==> src/rtl/pipe_add_acc.sv <==
`timescale 1ns/1ps
`default_nettype none
// ============================================================================
// Module      : pipe_add_acc
// Description : Pipelined two-operand arithmetic unit with valid/ready
//               handshaking. Per-transaction add, subtract, running
//               accumulate and accumulator clear. Configurable operand
//               width, output width and pipeline depth, full backpressure.
//               Optional macro SATURATE_EN: accumulate clamps at the
//               maximum value and flags out_ovf instead of wrapping.
// Revision    : 1.0 - initial release
// ============================================================================
module pipe_add_acc #(
    parameter int DATA_W      = 9,
    parameter int ACC_W       = 16,
    parameter int PIPE_STAGES = 2
) (
    input  logic              clk,
    input  logic              rst_n,
    input  logic [DATA_W-1:0] data_in0,
    input  logic [DATA_W-1:0] data_in1,
    input  logic [1:0]        mode,
    input  logic              in_valid,
    output logic              in_ready,
    output logic [ACC_W-1:0]  data_out,
    output logic              out_valid,
    input  logic              out_ready,
    output logic              out_ovf
);

    localparam logic [1:0] c_MODE_ADD = 2'b00;
    localparam logic [1:0] c_MODE_SUB = 2'b01;
    localparam logic [1:0] c_MODE_ACC = 2'b10;
    localparam logic [1:0] c_MODE_CLR = 2'b11;
    localparam int         c_LAST     = PIPE_STAGES - 1;

    // Pipeline state: one valid/data/ovf slot per stage, last slot drives outputs
    logic [PIPE_STAGES-1:0] r_vld;
    logic [ACC_W-1:0]       r_data [PIPE_STAGES];
    logic [PIPE_STAGES-1:0] r_ovf;
    logic [ACC_W-1:0]       r_acc;

    logic                   w_stall;
    logic                   w_accept;
    logic [DATA_W:0]        w_sum;
    logic [DATA_W:0]        w_diff;
    logic [ACC_W-1:0]       w_addend;
    logic [ACC_W-1:0]       w_acc_next;
    logic                   w_acc_sat;
    logic [ACC_W-1:0]       w_res;
    logic                   w_res_ovf;

    // The whole pipe freezes only when the consumer refuses a valid result;
    // bubbles are not squeezed out, so a stall is purely an output condition.
    assign w_stall   = out_valid & ~out_ready;
    assign in_ready  = ~w_stall;
    assign w_accept  = in_valid & in_ready;

    assign out_valid = r_vld[c_LAST];
    assign data_out  = r_data[c_LAST];
    assign out_ovf   = r_ovf[c_LAST];

    // Operand arithmetic, one bit wider than the operands so nothing is lost
    assign w_sum    = {1'b0, data_in0} + {1'b0, data_in1};
    assign w_diff   = {1'b0, data_in0} - {1'b0, data_in1};
    // A+B always fits in DATA_W+1 bits, so it can be added to acc as one term
    assign w_addend = {{(ACC_W-DATA_W-1){1'b0}}, w_sum};

`ifdef SATURATE_EN
    logic [ACC_W:0] w_acc_wide;

    // Carry out of the accumulator width means the true sum exceeded max
    assign w_acc_wide = {1'b0, r_acc} + {1'b0, w_addend};
    assign w_acc_sat  = w_acc_wide[ACC_W];
    assign w_acc_next = w_acc_sat ? {ACC_W{1'b1}} : w_acc_wide[ACC_W-1:0];
`else
    // Plain modulo-2^ACC_W accumulation
    assign w_acc_next = r_acc + w_addend;
    assign w_acc_sat  = 1'b0;
`endif

    // Result selection for the transaction being accepted this cycle
    always_comb begin
        w_res     = '0;
        w_res_ovf = 1'b0;
        case (mode)
            c_MODE_ADD: w_res = {{(ACC_W-DATA_W-1){1'b0}}, w_sum};
            c_MODE_SUB: w_res = {{(ACC_W-DATA_W-1){w_diff[DATA_W]}}, w_diff};
            c_MODE_ACC: begin
                w_res     = w_acc_next;
                w_res_ovf = w_acc_sat;
            end
            c_MODE_CLR: w_res = '0;
            default:    w_res = '0;
        endcase
    end

    // Accumulator updates at the acceptance edge so back-to-back accumulates chain
    always_ff @(posedge clk or negedge rst_n) begin
        if (!rst_n) begin
            r_acc <= '0;
        end else if (w_accept) begin
            if (mode == c_MODE_ACC) begin
                r_acc <= w_acc_next;
            end else if (mode == c_MODE_CLR) begin
                r_acc <= '0;
            end
        end
    end

    // Stage 1 captures the result; later stages only delay it, all hold on stall
    always_ff @(posedge clk or negedge rst_n) begin
        if (!rst_n) begin
            r_vld <= '0;
            r_ovf <= '0;
            for (int i = 0; i < PIPE_STAGES; i++) begin
                r_data[i] <= '0;
            end
        end else if (!w_stall) begin
            r_vld[0] <= w_accept;
            if (w_accept) begin
                r_data[0] <= w_res;
                r_ovf[0]  <= w_res_ovf;
            end
            for (int i = 1; i < PIPE_STAGES; i++) begin
                r_vld[i]  <= r_vld[i-1];
                r_data[i] <= r_data[i-1];
                r_ovf[i]  <= r_ovf[i-1];
            end
        end
    end

endmodule
`default_nettype wire
==> config.mk <==
export PLATFORM = sky130hd
export DESIGN_NAME = pipe_add_acc
export DESIGN_NICKNAME = d
export VERILOG_FILES = /design/src/rtl/pipe_add_acc.sv
export SDC_FILE = /design/constraint.sdc
export NUM_CORES = 1
export LEC_CHECK = 0
export CORE_UTILIZATION = 52
export DETAILED_ROUTE_END_ITERATION = 10
export PLACE_DENSITY = 0.86
export SYNTH_ARGS = -nofsm -noshare
export SYNTH_HDL_FRONTEND = slang
export SYNTH_SLANG_ARGS = --single-unit
export TNS_END_PERCENT = 50
==> constraint.sdc <==
create_clock -name clk -period 2.3 [get_ports clk]
set_clock_uncertainty 0.2 [all_clocks]
set_input_delay 0.46 -clock clk [delete_from_list [all_inputs] [get_ports clk]]
set_output_delay 0.46 -clock clk [all_outputs]
set_load 0.01 [all_outputs]
* Word level (Yosys, flattened, before mapping)
Index checks and enable logic that the tools add are counted.
** Cells by class
- Equal/unequal tests :: 3
- Muxes and demuxes :: 3
- Bitwise operators :: 4
- Add/subtract/negate cells :: 3
- Reduce and logical (&&, ||, !) cells :: 4
** Operator list (number)
- $pmux 16 s4 :: 1
- $mux 16 :: 2
- $add 16x10->16 :: 1
- $add 9x9->10 :: 1
- $sub 9x9->10 :: 1
- $eq 2x2->1 const B :: 2
- $reduce_and 2->1 :: 2
- $and 1x1->1 :: 2
- $eq 2x1->1 const B :: 1
- $logic_not 2->1 :: 1
- $not 1->1 :: 2
- $reduce_bool 2->1 :: 1
** Storage, ports and cells
- Output and inout bits :: 19
- Bits in registers :: 50
- Input bits :: 24

* Longest topological paths before layout
- Depth in word-level cells :: 5
- Gate-level depth with buffers :: 16
- Mapped depth without buffers :: 16

* Least setup slack after synthesis
No wires, ideal clock.
- Path type :: input port to flip-flop
- Start point :: input data_in0[0]
- End point :: register r_data[25] (netlist name)
- Setup time :: 126 ps
- Setup slack :: -1238 ps
- Arrival time :: 3212 ps
- Stages on the path :: 15
- Buffers on the path :: 0
- Data required time :: 1974 ps
- Path through :: ha_1 inv_1 fa_1 o21bai_2 a2111o_1 a21oi_2 o21a_2 xor2_1 ha_1 a21oi_1 o21ai_0 a31o_2 xnor2_1 nor2_1 o32a_1
** On the way
- Longest elaborated chain between the ends :: 3
- Elaborated cells between the ends (all ways) :: 4
- Classes of those cells :: add/sub (3); mux (1)
** RTL lines
- start, declared :: RTL line 20 : input logic [DATA_W-1:0] data_in0,
- $add 9x9->10 :: RTL line 64 : assign w_sum = {1'b0, data_in0} + {1'b0, data_in1};
- $add 16x10->16 :: RTL line 78 : assign w_acc_next = r_acc + w_addend;
- $pmux 16 s4 * :: RTL line 86 : case (mode)
- end signal, assigned by index :: RTL line 127 : r_data[i] <= r_data[i-1];
- end, declared :: RTL line 39 : logic [ACC_W-1:0] r_data [PIPE_STAGES];
Every way passes the cells marked *; elsewhere a longest branch is shown, timed or not.
A chain may end at the register's enable or synchronous reset.

* Worst setup path in the final report
- Start point :: input data_in1[0]
- End point :: register r_data[30] (netlist name)
** On the way
- Longest elaborated chain between the ends :: 3
- Elaborated cells between the ends (all ways) :: 4
- Classes of those cells :: add/sub (3); mux (1)
** RTL lines
- start, declared :: RTL line 21 : input logic [DATA_W-1:0] data_in1,
- $add 9x9->10 :: RTL line 64
- $add 16x10->16 :: RTL line 78
- $pmux 16 s4 * :: RTL line 86
Marks and branches as above.

==> impl_metrics.tcl <==
set metrics [dict create \
    vias_per_cell 5.85 \
    synth_compound_area_frac 0.222 \
    dieArea_sq_mm 0.00780 \
    io_pins 43 \
    grt_max_degree 32 \
    synthToLayoutAreaGrowth_pct 45.1 \
    syn_avg_cell_area_sq_um 8.53 \
    cap_viol_max_count 0 \
    ant_nets 0 \
    worstPathArrival_ns 3.44 \
    initial_core_util 0.537 \
    placedCellCount 638 \
    synth.top_cell.area_share 0.323 \
    synth_xor_area_frac 0.0384 \
    grt_overflow 0 \
    leakagePower_nw 2.56 \
    hold_viol_final 0 \
    synthAdderAreaFrac 0.116 \
    portBuffers 41 \
    yosysTopAreaCell "dfrtp_1" \
    drc 0 \
    first_pass_iters 5 \
    fin_tns_setup_ns -22.88 \
    drt_wl_total_um 11900 \
    peakVddDrop_mv 0.403 \
    syn-num-nets 512 \
    synth-edff-count 0 \
    cp-end-kind "register" \
    tightest_slew_ns 0.511 \
    synth_top_family_by_area "compound AO/OA/AOI/OAI gates" \
    seq_area_frac_synth 0.323 \
    synth_most_common_cell "nand2_1" \
    max_freq_mhz 290 \
    status "finished, violations left" \
    ys_top_cells_by_area "dfrtp_1 32%, ha_1 10%, nand2_1 7.7%, buf_4 3.3%, xnor2_1 2.9%" \
    rows 31 \
    grt_antenna_before_repair 0 \
    slew_headroom 0.659 \
    yosysWarnings 0 \
    antenna_cells 0 \
    violations "negative setup slack" \
    post-route-util 0.779 \
    grt_pass1_wl_um 16600 \
    p_per_area_mw_per_mm2 804 \
    cp_max_fo 3 \
    synthesis.area_sq_mm 0.00387 \
    fin_nets 628 \
    gp_congestion 0.935 \
    rsz0062_at_grt "true" \
    finalSetupViolations 26 \
    reg2reg_depth 9 \
    cts-buffers-inserted 5 \
    cts_tree "yes" \
    synthCells 454 \
    cp-endpoint "r_data[30]" \
    clk_pin_slew_worst_paths_ns 0.10 \
    startpoint_type "input port" \
    worstSetupStartpoint "data_in1[0]" \
    r2r-start "r_acc[0]" \
    finalCriticalPeriod_ns 3.45 \
    synthMuxAreaShare 0.0136 \
    drive_above_1_share 0.371 \
    wl_per_cell_um 17.8 \
    period_share 1.50 \
    synthDistinctLibCells 72 \
    grt_pass1_vias 3573 \
    ys.flop_type "dfrtp_1" \
    cts.sinks 50 \
    final_cells 670 \
    ff2ff_setup_slack_ns -0.25 \
    grt_use_total 0.273 \
    hp-class "register to register" \
    cts_max_level 2 \
    core_area_sq_mm 0.00721 \
    dpl.hpwl_um 7160 \
    clk_latency_ns 0.31 \
    drv_slew 0 \
    vias 3922 \
    die_h_um 88.3 \
    timing.rr.end "r_acc[14]" \
    dieWidth_um 88.3 \
    first_iter_violations 425 \
    setup_ws_ns -1.15 \
    synthTopCellsByCount "79 x nand2_1, 50 x dfrtp_1, 31 x ha_1" \
    ys_seq_elements 50 \
    crit_required_ns 2.30 \
    clk_path_buf_depth 2 \
    synthSimpleGateAreaFrac 0.190 \
    root_buffer "clkbuf_8" \
    crit_type "input port to register" \
    ys_async_sr_fraction 1.00 \
]
stage by stage:
step	worst slack [ns]	hold slack, ns	area [sq um]	total power, mW
2_1_floorplan	-1.11	-0.0356	3920	2.39
3_3_place_gp	-1.72	0.239	4810	3.03
3_5_place_dp	-1.87	0.248	4810	3.13
4_1_cts	-1.04	0.262	5270	3.99
5_1_grt	-1.28	0.289	5620	4.72
6_report	-1.15	0.262	5620	4.52
cells in the final DEF, fill, tap and decap left out, types with 5 or more instances in the layout:
cell type        instances
a21o_1                   6
a21oi_1                  9
a21oi_2                  8
buf_4                   96
buf_6                    9
clkbuf_8                 5
clkdlybuf4s50_1         27
dfrtp_1                 50
ha_1                    18
ha_4                    12
inv_1                   18
inv_2                    9
nand2_1                 78
nand2b_1                 9
nand3_1                  7
nor2_1                  24
o211ai_1                 7
o21a_1                  10
o21ai_0                  8
o21ai_1                 16
or3_1                    6
xnor2_1                  5
xnor2_2                  8
final cells by class:
type / instances / area (sq um)
inverter: 28 / 108
fill: 449 / 1590
sequential: 50 / 1250
timing repair buffer: 148 / 1250
multi-input combinational: 337 / 2780
clock inverter: 2 / 37.5
clock buffer: 6 / 72.6
tap: 99 / 124
timing repair:
action                                  4_1_cts  5_1_grt
setup buffers                                11       12
hold buffers                                  1        0
pin swaps                                    35       26
endpoints found under the setup margin       30       28
endpoints found under the hold margin        19        0
gates resized for setup                      75       58
flip-flops by register name, summed over array words and instances, names as in the netlist:
| register | count |
|---|---|
| data_out | 16 |
| r_acc | 16 |
| r_data | 16 |
| r_vld | 2 |
report_power, final:
group	internal (mW)	total (mW)	leakage, nW	switching (mW)
combinational	1.35	2.64	1.88	1.29
sequential	1.09	1.25	0.624	0.161
clock	0.325	0.634	0.0514	0.309
total	2.76	4.52	2.56	1.76
metal layers:
layer	GRT usage	vias to the layer above	routed length [um]
met1	0.335	1867	4640
met2	0.478	202	5930
met3	0.0299	67	769
met4	0.133	0	606
li1	-	1786	-
met5	0	-	0
critical path, cell delays in order:
cell	delay, ns
buf_8	0.10
ha_4	0.15
inv_2	0.05
fa_2	0.23
o21bai_4	0.07
a2111o_1	0.47
a21oi_2	0.19
o21a_2	0.21
xor2_4	0.21
ha_4	0.23
buf_4	0.14
nand2_1	0.09
o21ai_1	0.10
buf_4	0.18
o211ai_2	0.22
buf_4	0.16
xnor2_2	0.11
a21oi_2	0.07
how the worst min path moves through the flow:
stage	start	endpoint	slack [ns]	cells past startpoint
finish	r_vld[0]	r_vld[1]	0.26	1
CTS	r_vld[0]	r_vld[1]	0.26	1
detailed placement	rst_n	data_out[12]	0.25	1
floorplan	rst_n	data_out[0]	-0.04	0
global placement	rst_n	data_out[12]	0.24	1
global route	data_out[8]	data_out[8]	0.29	2
kinds of logic (layout without fill, tap and decap cells):
family | count (synthesis) | in the layout
buf+inv | 67 | 184
mux | 5 | 5
other cells | 1 | 1
flops | 50 | 50
compound gates | 120 | 120
simple gates | 160 | 160
fa+ha+maj | 34 | 34
xor+xnor | 17 | 17
Note: power is estimated with default switching activity, not from simulation.
